File: src/rtl/uart_tx_arbiter_if.sv
// Requester byte-stream bus plus the uart transmit handshake shared by the arbiter.
// master: the arbiter; slave: the requesters and the uart as seen from outside.
interface uart_tx_arbiter_if #(
  parameter int unsigned NUM_REQ = 4
);
  logic [NUM_REQ-1:0]   req_valid;
  logic [8*NUM_REQ-1:0] req_data;
  logic [NUM_REQ-1:0]   req_last;
  logic [NUM_REQ-1:0]   req_ready;
  logic                 uart_transmit;
  logic [7:0]           uart_tx_byte;
  logic                 uart_is_transmitting;

  modport master (
    input  req_valid,
    input  req_data,
    input  req_last,
    input  uart_is_transmitting,
    output req_ready,
    output uart_transmit,
    output uart_tx_byte
  );

  modport slave (
    output req_valid,
    output req_data,
    output req_last,
    output uart_is_transmitting,
    input  req_ready,
    input  uart_transmit,
    input  uart_tx_byte
  );
endinterface

File: src/rtl/uart_tx_arbiter.sv
// Round-robin, packet-granular sharing of one uart transmitter between NUM_REQ
// byte-stream requesters, with a watchdog on the uart start handshake.
module uart_tx_arbiter #(
  parameter int unsigned NUM_REQ       = 4,
  parameter int unsigned START_TIMEOUT = 16
) (
  input  logic               clk,
  input  logic               rst_n,
  uart_tx_arbiter_if.master  bus,
  output logic [NUM_REQ-1:0] grant,
  output logic               busy,
  output logic               timeout_err
);

  localparam int unsigned IW = (NUM_REQ > 1) ? $clog2(NUM_REQ) : 1;
  localparam int unsigned CW = $clog2(START_TIMEOUT + 1);

  typedef enum logic [1:0] {
    S_SELECT,
    S_ISSUE,
    S_WAIT_START,
    S_WAIT_DONE
  } state_t;

  state_t            state, nxt_state;
  logic              lock, nxt_lock;
  logic [IW-1:0]     last_owner, nxt_last;
  logic [CW-1:0]     cnt, nxt_cnt;
  logic [7:0]        tx_byte_q, nxt_byte;
  logic              transmit_q, nxt_transmit;
  logic [NUM_REQ-1:0] nxt_grant;
  logic              nxt_busy;
  logic              nxt_timeout;
  logic [NUM_REQ-1:0] ready_c;

  logic              rr_found;
  logic [IW-1:0]     rr_sel;
  logic              take;
  logic [IW-1:0]     pick;

  // First valid requester after last_owner, wrapping modulo NUM_REQ.
  always_comb begin : rr_search
    logic [IW-1:0] cand;
    rr_found = 1'b0;
    rr_sel   = '0;
    cand     = '0;
    for (int unsigned k = 1; k <= NUM_REQ; k++) begin
      cand = IW'((32'(last_owner) + k) % NUM_REQ);
      if (!rr_found && bus.req_valid[cand]) begin
        rr_found = 1'b1;
        rr_sel   = cand;
      end
    end
  end

  // Next-state and next-register values; req_ready is the only combinational output.
  always_comb begin : fsm_comb
    nxt_state   = state;
    nxt_lock    = lock;
    nxt_last    = last_owner;
    nxt_cnt     = cnt;
    nxt_byte    = tx_byte_q;
    nxt_grant   = grant;
    nxt_timeout = 1'b0;
    ready_c     = '0;
    take        = 1'b0;
    pick        = '0;

    case (state)
      S_SELECT: begin
        if (lock) begin
          take = bus.req_valid[last_owner];
          pick = last_owner;
        end else begin
          take = rr_found;
          pick = rr_sel;
        end
        if (take) begin
          ready_c[pick] = 1'b1;
          nxt_byte      = bus.req_data[{pick, 3'b000} +: 8];
          nxt_grant     = NUM_REQ'(1) << pick;
          nxt_last      = pick;
          nxt_lock      = ~bus.req_last[pick];
          nxt_cnt       = '0;
          nxt_state     = S_ISSUE;
        end else if (!lock) begin
          nxt_grant = '0;
        end
      end

      // The counter measures cycles since the transmit pulse, so it runs here too.
      S_ISSUE: begin
        nxt_cnt   = cnt + CW'(1);
        nxt_state = S_WAIT_START;
      end

      S_WAIT_START: begin
        if (bus.uart_is_transmitting) begin
          nxt_state = S_WAIT_DONE;
        end else if (cnt == CW'(START_TIMEOUT - 1)) begin
          nxt_timeout = 1'b1;
          nxt_lock    = 1'b0;
          nxt_grant   = '0;
          nxt_state   = S_SELECT;
        end else begin
          nxt_cnt = cnt + CW'(1);
        end
      end

      S_WAIT_DONE: begin
        if (!bus.uart_is_transmitting) begin
          nxt_state = S_SELECT;
          if (!lock) begin
            nxt_grant = '0;
          end
        end
      end

      default: begin
        nxt_state = S_SELECT;
      end
    endcase

    nxt_transmit = (nxt_state == S_ISSUE);
    nxt_busy     = (nxt_state != S_SELECT) || nxt_lock;
  end

  always_ff @(posedge clk or negedge rst_n) begin : state_reg
    if (!rst_n) begin
      state       <= S_SELECT;
      lock        <= 1'b0;
      last_owner  <= IW'(NUM_REQ - 1);
      cnt         <= '0;
      tx_byte_q   <= 8'h00;
      transmit_q  <= 1'b0;
      grant       <= '0;
      busy        <= 1'b0;
      timeout_err <= 1'b0;
    end else begin
      state       <= nxt_state;
      lock        <= nxt_lock;
      last_owner  <= nxt_last;
      cnt         <= nxt_cnt;
      tx_byte_q   <= nxt_byte;
      transmit_q  <= nxt_transmit;
      grant       <= nxt_grant;
      busy        <= nxt_busy;
      timeout_err <= nxt_timeout;
    end
  end

  assign bus.req_ready     = ready_c;
  assign bus.uart_transmit = transmit_q;
  assign bus.uart_tx_byte  = tx_byte_q;

endmodule

File: src/flat_wrapper.sv
// flat-port wrapper written by rule: the top's interface ports become plain ports
module uart_tx_arbiter_flat 
#(
  parameter int unsigned NUM_REQ       = 4,
  parameter int unsigned START_TIMEOUT = 16
)
  (clk, rst_n, grant, busy, timeout_err, bus_req_valid, bus_req_data, bus_req_last, bus_uart_is_transmitting, bus_req_ready, bus_uart_transmit, bus_uart_tx_byte);
  uart_tx_arbiter_if #(.NUM_REQ(NUM_REQ)) bus_i ();
  input  logic clk;
  input  logic rst_n;
  output logic [NUM_REQ-1:0] grant;
  output logic busy;
  output logic timeout_err;
  input wire logic [$bits(bus_i.req_valid)-1:0] bus_req_valid;
  input wire logic [$bits(bus_i.req_data)-1:0] bus_req_data;
  input wire logic [$bits(bus_i.req_last)-1:0] bus_req_last;
  input wire logic [$bits(bus_i.uart_is_transmitting)-1:0] bus_uart_is_transmitting;
  output wire logic [$bits(bus_i.req_ready)-1:0] bus_req_ready;
  output wire logic [$bits(bus_i.uart_transmit)-1:0] bus_uart_transmit;
  output wire logic [$bits(bus_i.uart_tx_byte)-1:0] bus_uart_tx_byte;
  assign bus_i.req_valid = bus_req_valid;
  assign bus_i.req_data = bus_req_data;
  assign bus_i.req_last = bus_req_last;
  assign bus_i.uart_is_transmitting = bus_uart_is_transmitting;
  assign bus_req_ready = bus_i.req_ready;
  assign bus_uart_transmit = bus_i.uart_transmit;
  assign bus_uart_tx_byte = bus_i.uart_tx_byte;
  uart_tx_arbiter #(.NUM_REQ(NUM_REQ), .START_TIMEOUT(START_TIMEOUT)) u_core (.clk(clk), .rst_n(rst_n), .bus(bus_i), .grant(grant), .busy(busy), .timeout_err(timeout_err));
endmodule
File: config.mk
export PLATFORM = sky130hd
export DESIGN_NAME = uart_tx_arbiter_flat
export DESIGN_NICKNAME = d
export VERILOG_FILES = /design/src/rtl/uart_tx_arbiter_if.sv /design/src/rtl/uart_tx_arbiter.sv /design/src/flat_wrapper.sv
export SDC_FILE = /design/constraint.sdc
export NUM_CORES = 1
export LEC_CHECK = 0
export BUFFER_PORTS_ARGS = -buffer_cell sky130_fd_sc_hd__buf_2
export CAP_MARGIN = 30
export CORE_UTILIZATION = 25
export DETAILED_ROUTE_END_ITERATION = 6
export SLEW_MARGIN = 20
export SYNTH_ARGS = -nofsm -noshare
export SYNTH_HDL_FRONTEND = slang
export SYNTH_SLANG_ARGS = --single-unit
export TNS_END_PERCENT = 50
File: constraint.sdc
create_clock -name clk -period 3.75 [get_ports clk]
set_input_delay 0.75 -clock clk [delete_from_list [all_inputs] [get_ports clk]]
set_output_delay 0.75 -clock clk [all_outputs]
set_load 0.005 [all_outputs]
==> impl_metrics.ini <==
[floorplan]
die_h_um = 86.5
core_area_um2 = 6830
ios = 62
num_rows = 30
dieArea_um2 = 7470
initial_core_util_pct = 26.1
dieWidth_um = 86.5

[critical_path]
worst_setup_path_end_kind = output pin
arrival_ps = 2530
cp_max_fo = 10
cp.required_ps = 3000
r2r_start = u_core.last_owner[0]
cp-start-kind = input port
crit_type = in2out
cp-startpoint = bus_req_valid[2]

[place]
io_buffers = 61
globalplace.congestion = 0.813
dp_hpwl_um = 3530
dp_cells = 349

[pwr]
vdd_drop_max_mv = 0.335
p_per_area_nw_per_um2 = 876
leakage_uw = 0.00102

[status]
status = finished clean

[layout]
fin_cells = 353
nets = 307
drive_above_1_share_pct = 30.7
largest_register_ffs = 8
area_growth_pct = 24.4
diodes = 0

[clock_network]
path_clk_slew_ps = 90
cts-root-buf = clkbuf_8
clock_path_buffers = 2
cts_hold_buf = 0
cts_setup_buffers = 0
numClockSinks = 25
cts_tree = built
numCtsBuffers = 3
htreeDepth = 1
clock_latency_ps = 270
cts_resized = 0

[detailed_routing]
wire_per_inst_um = 12.9
viasPerCell = 4.82
wl_um = 4570
dr_total_vias = 1701
ant_nets = 0
drtIter0Drc = 139
firstDrtPassIters = 4
drc = 0

[logic_synthesis]
synth_fp_nets = 248
synth_cell_types = 46
synthesis.instances = 199
synth_common_cells = 24 x a211oi_1, 23 x dfrtp_1, 22 x nor2_1
syn_area_um2 = 1780
synth_edf_count = 0
synth_top_area_share_pct = 32.3
synthFlopType = dfrtp_1
synth_top_area_cell = dfrtp_1
synth_seq_area_share_pct = 35.2
synth.avg_cell_area_um2 = 8.96
ys_async_sr_fraction_pct = 100
synth_most_common_cell = a211oi_1
yosys_warnings = 0
synth-seq-cells = 25
synth.area.top_cells = dfrtp_1 32%, a211oi_1 10%, mux2i_1 5.6%

[global_routing]
track_usage_pct = 12.5
grt_pass1_vias = 1573
antenna_found_initial = 0
grt_overflow = 0
grt_max_degree = 26
grt_pass1_wl_um = 7520

[timing]
slew_headroom_pct = 47.0
period_needed_ps = 3280
fin_crit_sh_pct = 87.5
maxSlewViolCount = 0
setup_violations = 0
tightest_slew_ps = 792
finalHoldViolCount = 0
fin_skew_ps = 3.85
setup-tns-final_ps = 0
rsz0062_at_grt = no
fmax_ghz = 0.305

[min_path]
hp-class = in2async

[job]
maxCapViolCount = 0
==> cell families after synthesis <==
kind of cell / share of synthesized area [%]
compound gates: 31.1
fa+ha+maj: 4.21
buf+inv: 7.23
mux: 7.51
simple gates: 14.7
flops: 35.2
==> worst paths after layout <==
path | slack [ps] | end | cells after the start
max in group asynchronous | 2890 | u_core.last_owner[1] | 1
worst max register to register | 1170 | u_core.lock | 6
worst min register to register | 490 | u_core.cnt[4] | 2
min in group clk | 490 | u_core.cnt[4] | 2
worst min-delay path | 470 | u_core.cnt[3] | 1
worst max-delay path | 470 | bus_req_ready[2] | 7
==> area by class of cell <==
class | instances | area, um^2
inverters | 21 | 78.8
repair buffers | 63 | 320
well taps | 96 | 120
clock buffers | 4 | 45.0
flip-flops and latches | 25 | 628
fillers | 763 | 4610
multi-input cells | 144 | 1030
==> worst max-delay path, cell delays in order <==
cell	delay, ps
buf_2	140
or4_4	540
o21ai_4	190
o211ai_2	230
a21oi_1	420
nor2_1	110
buf_2	140
==> cell usage in the layout (no fill, tap or decap), drive strengths merged, types with 2 or more instances in the layout <==
master / synthesis / final
o211ai: 5 / 5
nor2b: 7 / 7
ha: 6 / 6
a211oi: 24 / 24
o22ai: 2 / 2
and2: 2 / 2
nand2: 10 / 10
o221ai: 3 / 3
nand2b: 3 / 3
o21a: 3 / 3
o31ai: 3 / 3
o21ai: 15 / 15
nor2: 22 / 22
and3: 2 / 2
a21o: 2 / 2
inv: 21 / 21
buf: 7 / 63
a21oi: 5 / 5
o32ai: 4 / 4
dfstp: 2 / 2
dfrtp: 23 / 23
mux2i: 10 / 10
or2: 2 / 2
clkbuf: 2 / 4
==> per-layer routing <==
layer | GRT usage, % | vias up | wire (um)
met1 | 18.3 | 803 | 2190
met2 | 18.8 | 42 | 2070
met3 | 2.29 | 7 | 232
met4 | 3.79 | 0 | 72
li1 | - | 849 | -
met5 | 0 | - | 0
==> where the power goes <==
part	leakage, uW	internal, uW	total, uW	switching, uW
logic	0.000698	538	1280	737
clock network	0.0000228	76.1	165	88.7
registers	0.000303	399	504	104
==> through the flow <==
step | setup slack, ps | util [%] | cell area [um^2] | hold slack, ps | total power [uW]
after global placement | 512 | 31.8 | 2170 | 464 | 1770
after floorplan | 804 | - | 1780 | 437 | 1470
after global routing | 333 | 32.5 | 2220 | 499 | 2140
final | 467 | 32.5 | 2220 | 468 | 1940
after detailed placement | 474 | 31.8 | 2170 | 469 | 1780
after CTS | 469 | 32.5 | 2220 | 484 | 1950
No activity file was read; power rests on OpenSTA's default activity.
